==> config.mk <==
export PLATFORM = sky130hd
export DESIGN_NAME = xmm_writeback_arbiter
export DESIGN_NICKNAME = d
export VERILOG_FILES = /design/src/rtl/xmm_wb_pkg.sv /design/src/rtl/xmm_writeback_arbiter_fp32_to_fixed.sv /design/src/rtl/xmm_writeback_arbiter.sv
export SDC_FILE = /design/constraint.sdc
export NUM_CORES = 1
export LEC_CHECK = 0
export BUFFER_PORTS_ARGS = -buffer_cell sky130_fd_sc_hd__buf_2
export CAP_MARGIN = 20
export CORE_ASPECT_RATIO = 1.25
export CORE_MARGIN = 4
export CORE_UTILIZATION = 50
export DETAILED_ROUTE_END_ITERATION = 12
export PLACE_DENSITY = 0.72
export SLEW_MARGIN = 20
export SYNTH_ARGS = -nofsm -noshare
export SYNTH_HDL_FRONTEND = slang
export SYNTH_HIERARCHICAL = 1
export SYNTH_SLANG_ARGS = --single-unit
==> constraint.sdc <==
create_clock -name clk -period 11.4 [get_ports clk]
set_input_delay 1.14 -clock clk [delete_from_list [all_inputs] [get_ports clk]]
set_output_delay 1.14 -clock clk [all_outputs]
set_load 0.01 [all_outputs]
==> src/rtl/xmm_wb_pkg.sv <==
// Shared definitions for the XMM write-back stage: source tags, FP32 field layout
// and the round-robin successor function.
package xmm_wb_pkg;

    typedef enum logic [1:0] {
        SRC_NONE = 2'b00,
        SRC_ALU  = 2'b01,
        SRC_MEM  = 2'b10,
        SRC_FPU  = 2'b11
    } src_t;

    localparam int FP_SIGN_W   = 1;
    localparam int FP_EXP_W    = 8;
    localparam int FP_MANT_W   = 23;
    localparam int FP_W        = FP_SIGN_W + FP_EXP_W + FP_MANT_W;
    localparam int FP_EXP_BIAS = 127;

    // Rotation order ALU -> MEM -> FPU -> ALU
    function automatic src_t next_src(input src_t s);
        case (s)
            SRC_ALU: return SRC_MEM;
            SRC_MEM: return SRC_FPU;
            default: return SRC_ALU;
        endcase
    endfunction

endpackage

==> src/rtl/xmm_writeback_arbiter_fp32_to_fixed.sv <==
// Combinational FP32 to signed Q-format converter, truncating toward zero with
// saturation; NaN, zero and denormals map to 0.
module fp32_to_fixed
    import xmm_wb_pkg::*;
#(
    parameter int XMM_WIDTH = 64,
    parameter int FRAC_BITS = 15
) (
    input  logic [FP_W-1:0]      fp,
    output logic [XMM_WIDTH-1:0] fixed
);

    // Biased exponent at which |value| reaches 2^(XMM_WIDTH-1-FRAC_BITS)
    localparam int SAT_EXP = FP_EXP_BIAS + XMM_WIDTH - 1 - FRAC_BITS;
    localparam logic [XMM_WIDTH-1:0] POS_SAT = {1'b0, {(XMM_WIDTH-1){1'b1}}};
    localparam logic [XMM_WIDTH-1:0] NEG_SAT = {1'b1, {(XMM_WIDTH-1){1'b0}}};

    logic                 sign;
    logic [FP_EXP_W-1:0]  exp_f;
    logic [FP_MANT_W-1:0] mant;
    logic [XMM_WIDTH-1:0] sig;
    logic [XMM_WIDTH-1:0] mag;
    int                   shift;

    assign sign  = fp[FP_W-1];
    assign exp_f = fp[FP_W-2 -: FP_EXP_W];
    assign mant  = fp[FP_MANT_W-1:0];
    assign sig   = XMM_WIDTH'({1'b1, mant});

    always_comb begin
        shift = int'(exp_f) - FP_EXP_BIAS - FP_MANT_W + FRAC_BITS;
        mag   = '0;
        fixed = '0;
        if (exp_f == '0) begin
            fixed = '0;
        end else if (exp_f == '1) begin
            if (mant == '0)
                fixed = sign ? NEG_SAT : POS_SAT;
        end else if (int'(exp_f) >= SAT_EXP) begin
            fixed = sign ? NEG_SAT : POS_SAT;
        end else begin
            if (shift >= 0)
                mag = sig << shift;
            else
                mag = sig >> (-shift);
            fixed = sign ? -mag : mag;
        end
    end

endmodule

==> src/rtl/xmm_writeback_arbiter.sv <==
// Two-stage XMM write-back: arbitrates ALU/MEM/FPU producers, converts FP32
// payloads to fixed point and issues one register-file write per cycle.
module xmm_writeback_arbiter
    import xmm_wb_pkg::*;
#(
    parameter int XMM_WIDTH  = 64,
    parameter int FRAC_BITS  = 15,
    parameter int REG_ADDR_W = 5,
    parameter int ARB_MODE   = 1
) (
    input  logic                         clk,
    input  logic                         reset,
    input  logic                         flush,
    input  logic                         alu_valid,
    output logic                         alu_ready,
    input  logic [REG_ADDR_W-1:0]        alu_rd,
    input  logic [31:0]                  alu_res,
    input  logic                         mem_valid,
    output logic                         mem_ready,
    input  logic [REG_ADDR_W-1:0]        mem_rd,
    input  logic [31:0]                  mem_data,
    input  logic                         fpu_valid,
    output logic                         fpu_ready,
    input  logic [REG_ADDR_W-1:0]        fpu_rd,
    input  logic [XMM_WIDTH-1:0]         fpu_res,
    output logic                         xmm_we,
    output logic [REG_ADDR_W-1:0]        xmm_waddr,
    output logic [XMM_WIDTH-1:0]         xmm_write_data,
    output logic [1:0]                   xmm_src,
    output logic [(2**REG_ADDR_W)-1:0]   pending_mask
);

    src_t                  ptr_q, ptr_d;
    src_t                  grant;
    logic                  accept;
    logic [REG_ADDR_W-1:0] acc_rd;
    logic [XMM_WIDTH-1:0]  acc_data;

    logic                  s1_valid;
    src_t                  s1_src;
    logic [REG_ADDR_W-1:0] s1_rd;
    logic [XMM_WIDTH-1:0]  s1_data;
    logic [XMM_WIDTH-1:0]  conv_data;
    logic [XMM_WIDTH-1:0]  s1_result;

    logic                  s2_valid;
    src_t                  s2_src;
    logic [REG_ADDR_W-1:0] s2_rd;
    logic [XMM_WIDTH-1:0]  s2_data;

    always_comb begin
        grant = SRC_NONE;
        if (ARB_MODE == 0) begin
            if (fpu_valid)      grant = SRC_FPU;
            else if (mem_valid) grant = SRC_MEM;
            else if (alu_valid) grant = SRC_ALU;
        end else begin
            case (ptr_q)
                SRC_MEM: begin
                    if (mem_valid)      grant = SRC_MEM;
                    else if (fpu_valid) grant = SRC_FPU;
                    else if (alu_valid) grant = SRC_ALU;
                end
                SRC_FPU: begin
                    if (fpu_valid)      grant = SRC_FPU;
                    else if (alu_valid) grant = SRC_ALU;
                    else if (mem_valid) grant = SRC_MEM;
                end
                default: begin
                    if (alu_valid)      grant = SRC_ALU;
                    else if (mem_valid) grant = SRC_MEM;
                    else if (fpu_valid) grant = SRC_FPU;
                end
            endcase
        end
    end

    assign accept    = (grant != SRC_NONE);
    assign alu_ready = (grant == SRC_ALU);
    assign mem_ready = (grant == SRC_MEM);
    assign fpu_ready = (grant == SRC_FPU);

    // Pointer advances on every handshake, including one swallowed by flush
    always_comb begin
        ptr_d = ptr_q;
        if (accept)
            ptr_d = next_src(grant);
    end

    always_ff @(posedge clk or posedge reset) begin
        if (reset) ptr_q <= SRC_ALU;
        else       ptr_q <= ptr_d;
    end

    always_comb begin
        acc_rd   = alu_rd;
        acc_data = XMM_WIDTH'(alu_res);
        case (grant)
            SRC_MEM: begin
                acc_rd   = mem_rd;
                acc_data = XMM_WIDTH'(mem_data);
            end
            SRC_FPU: begin
                acc_rd   = fpu_rd;
                acc_data = fpu_res;
            end
            default: ;
        endcase
    end

    fp32_to_fixed #(
        .XMM_WIDTH (XMM_WIDTH),
        .FRAC_BITS (FRAC_BITS)
    ) u_conv (
        .fp    (s1_data[FP_W-1:0]),
        .fixed (conv_data)
    );

    assign s1_result = (s1_src == SRC_FPU) ? s1_data : conv_data;

    // Payload registers load only with a surviving entry so outputs hold when idle
    always_ff @(posedge clk or posedge reset) begin
        if (reset) begin
            s1_valid <= 1'b0;
            s1_src   <= SRC_NONE;
            s1_rd    <= '0;
            s1_data  <= '0;
            s2_valid <= 1'b0;
            s2_src   <= SRC_NONE;
            s2_rd    <= '0;
            s2_data  <= '0;
        end else begin
            s1_valid <= accept && !flush;
            s2_valid <= s1_valid && !flush;
            if (accept && !flush) begin
                s1_src  <= grant;
                s1_rd   <= acc_rd;
                s1_data <= acc_data;
            end
            if (s1_valid && !flush) begin
                s2_src  <= s1_src;
                s2_rd   <= s1_rd;
                s2_data <= s1_result;
            end
        end
    end

    assign xmm_we         = s2_valid;
    assign xmm_waddr      = s2_rd;
    assign xmm_write_data = s2_data;
    assign xmm_src        = s2_valid ? s2_src : SRC_NONE;

    always_comb begin
        pending_mask = '0;
        if (s1_valid) pending_mask[s1_rd] = 1'b1;
        if (s2_valid) pending_mask[s2_rd] = 1'b1;
    end

endmodule

==> results.txt <==
----------------------------------------------------
[Cells and area]
  Final non-filler cell area ... between 15,000 and 20,000 µm²
  Area Overhead vs Synth ... 12.2%
  Fraction of layout cells with a size suffix above 1 ... a little under a quarter
  # nets final ... roughly 2.2k
  Number of diodes ... 0

[Yosys]
  EDFF count, synth ... 0
  Async set or reset register ratio after synthesis ... 100%
  Flop and latch count out of synthesis ... about 150
  Number of distinct library cell variants in the gate-level netlist after synthesis ... 121
  Ys flop type ... dfrtp_1
  Count of yosys warnings during synthesis ... 6
  Total standard cell area after synthesis ... around 15,000 µm²
  Mapped Nets ... 2,038
  Sequential share of the synthesized area ... approximately a quarter
  Mean area per synthesized cell ... approximately 8.1 µm²
  Post-synthesis cell count ... approximately 1.9k

[Floorplanning]
  Number of placement rows ... 71
  Standard cell core area ... 30,100 µm²
  Die Wd ... 164 µm
  Starting density of the core ... about 50%
  Vert. Die Dim ... around 200 µm
  IO Count ... around 260
  Die area ... around 33,000 µm²

[Worst setup path]
  Termination of the worst setup path ... xmm_write_data[54]$_DFFE_PP0P_
  Depth of the worst register-to-register path ... 25
  Setup crit start kind ... register
  CP Depth ... 25
  End of the worst register-to-register path ... xmm_write_data[54]$_DFFE_PP0P_
  Worst path arrival time ... a little under 10 ns
  Largest stage delay on the critical path ... ~0.9 ns
  Buffer and inverter count on the worst path ... 0
  Worst setup path class ... register to register
  Origin of the critical flop-to-flop path ... s1_data[23]$_DFFE_PP0P_
  Critical path endpoint category ... register
  Required @ worst endpoint ... between 10 and 15 ns
  Worst setup path startpoint ... s1_data[23]$_DFFE_PP0P_
  CP max FO ... 32
  Crit-path leading delay family ... simple AND/OR/NAND/NOR gates
  Slowest stage cell on the critical path ... nor3_1
  Setup slack on the worst flop-to-flop path ... about 1.8 ns

[Place]
  Final RePlAce weighted congestion ... between 1 and 1.5
  Count of buffers inserted at the top-level ports ... 255
  Estimated wirelength of the detail-placed design ... about 51,000 µm
  Placed cell areas ... 16,500 µm²

[Global route]
  Number of global-route vias before repair ... 16.0k
  Global-route wire length before repair ... 100,000 µm
  Pin count of the biggest net entering global routing ... 81
  Antenna violations before repair ... 2
  Overall global routing resource usage ... 39.2%
  Total overflow reported by the global router ... 0

[CTS]
  CTS tree ... done
  Number of setup buffers added after CTS ... 0
  Clock latency on the worst-skew pair ... 0.45 ns
  Clock-pin slew reported for the worst setup and hold paths after clock tree synthesis ... around 0.07 ns
  Number of sinks on the clock net ... between 100 and 150
  CTS hold repair buffers ... 0
  Deepest level of the CTS H-tree ... 4
  Maximum root-to-sink buffer count ... 2
  Post-cts gate resize count ... 0
  Num CTS Buffers ... 17
  Root Driver ... clkbuf_16

[STA]
  Accumulated negative setup slack ... 0 ns
  Max_slew headroom ... between 20% and 30%
  Unrepaired setup endpoints after global routing ... no
  Number of slew-limit violations in the final report ... 0
  Crit share post-route ... 84.6%
  Clock period minus worst slack ... 9.64 ns
  FMAX ... 104 MHz
  Final Skew ... around 0.019 ns
  Worst Tran Pin Value ... between 1 and 1.5 ns
  Number of endpoints failing setup at the final stage ... 0
  Number of hold violations in the final report ... 0

[Detailed routing]
  Average vias per placed instance ... about 7
  Detailed-route DRC error count ... 0
  Via count of the routed design ... 16.9k
  Detailed Routing Iterations Pass 1 ... 6
  Post-DRT Antenna Nets ... 0
  Number of DRC markers after the initial detailed-route iteration ... approximately 2.1k
  Total wire length after detailed routing ... 67,800 µm
  Average wire per standard cell ... 27.8 µm

[Power]
  Peak supply drop ... ~120 µV
  Total power per unit cell area ... about 260 nW/µm²
  Static Leakage ... 0.00770 µW

[Min path]
  Min-delay worst type ... register to register

[Job]
  Count of max-cap constraint violations ... 0

[Outcome]
  Status ... finished, final reports clean

----------------------------------------------------
## area by class of cell
class	count	area [µm²]
Clock buffer	17	425
Tap cell	401	502
Sequential cell	146	3660
Fill cell	2791	12900
Multi-Input combinational cell	1504	10600
Clock inverter	15	193
Inverter	59	226
Timing Repair Buffer	295	1580
## how the worst min path moves through the flow
stage	from	to	cells after the start
after floorplan	s2_src[0]$_DFFE_PP0P_	s2_src[0]$_DFFE_PP0P_	2
after global placement	s2_src[0]$_DFFE_PP0P_	s2_src[0]$_DFFE_PP0P_	2
after detailed placement	s2_src[0]$_DFFE_PP0P_	s2_src[0]$_DFFE_PP0P_	2
after CTS	s2_src[0]$_DFFE_PP0P_	s2_src[0]$_DFFE_PP0P_	2
after global routing	xmm_write_data[5]$_DFFE_PP0P_	xmm_write_data[5]$_DFFE_PP0P_	2
final	xmm_write_data[51]$_DFFE_PP0P_	xmm_write_data[51]$_DFFE_PP0P_	2
## registers in the layout (all words and copies together), names as in the netlist
signal and cells:
s1_data 64, s1_valid 1, xmm_waddr 5, s1_src 2, s2_src 2, xmm_we 1
ptr_q 2, xmm_write_data 64, s1_rd 5
## layer usage
layer  share of wire (%)  up-vias  routed length, µm  track usage (%)
met4                 6.8        2               4610             22.6
met1                  37     8187              25300             47.9
li1                    -     7411                  -                -
met3                 7.8      265               5310             6.25
met5               0.018        -                 12                0
met2                  48     1012              32600             65.2
## metrics by stage
stage          instances  hold WS [ns]  setup slack, ns  total power (µW)  utilization (%)
5_1_grt             2437         0.489             1.22              4620             57.0
4_1_cts             2437         0.480             2.04              4330             57.0
6_report            2437         0.477             1.76              4420             57.0
3_5_place_dp        2405         0.464             2.13              3720             54.9
3_3_place_gp        2405         0.455             2.43              3710             54.9
2_1_floorplan       1878         0.437             4.66              2810                -
## worst min-delay path, stage by stage (launching register included)
cell and delay, ns:
dfrtp_1 0.34, nand2_1 0.04, o21ai_0 0.06
## kinds of logic after synthesis
family	synth area share (%)
AND/OR/NAND/NOR	20.7
AO/OA/AOI/OAI	29.4
buffers and inverters	7.39
multiplexers	14.5
flip-flops	23.9
XOR/XNOR	3.14
adder cells (fa/ha/maj)	0.899
## Yosys cell counts (35+ instances only)
library cell  count  share of area (%)
nand3_1          65                2.1
nand2_1         209                5.1
o21ai_0         148                4.8
inv_1            56                1.4
mux2i_1         133                8.7
buf_2            54                1.8
o22ai_1          88                3.6
nor2_1          144                3.5
a22o_1           35                2.0
clkbuf_1         77                1.9
dfrtp_1         145                 24
nor3_1           40                1.3
xnor2_1          36                2.1
a21oi_1          62                2.0
## where the power goes
| group | switching (µW) | internal, µW |
|---|---|---|
| clock network | 280 | 317 |
| logic | 1940 | 1040 |
| registers | 181 | 661 |
| total | 2400 | 2020 |
## cells in the final DEF (no fill, tap or decap), types with 55 or more instances in the layout
master     n
nand2_1  208
buf_2    255
mux2i_1  133
nand3_1   65
dfrtp_1  143
nor2_1   144
o21ai_0  148
o22ai_1   88
a21oi_1   62
inv_1     55
Note: power is estimated with default switching activity, not from simulation.
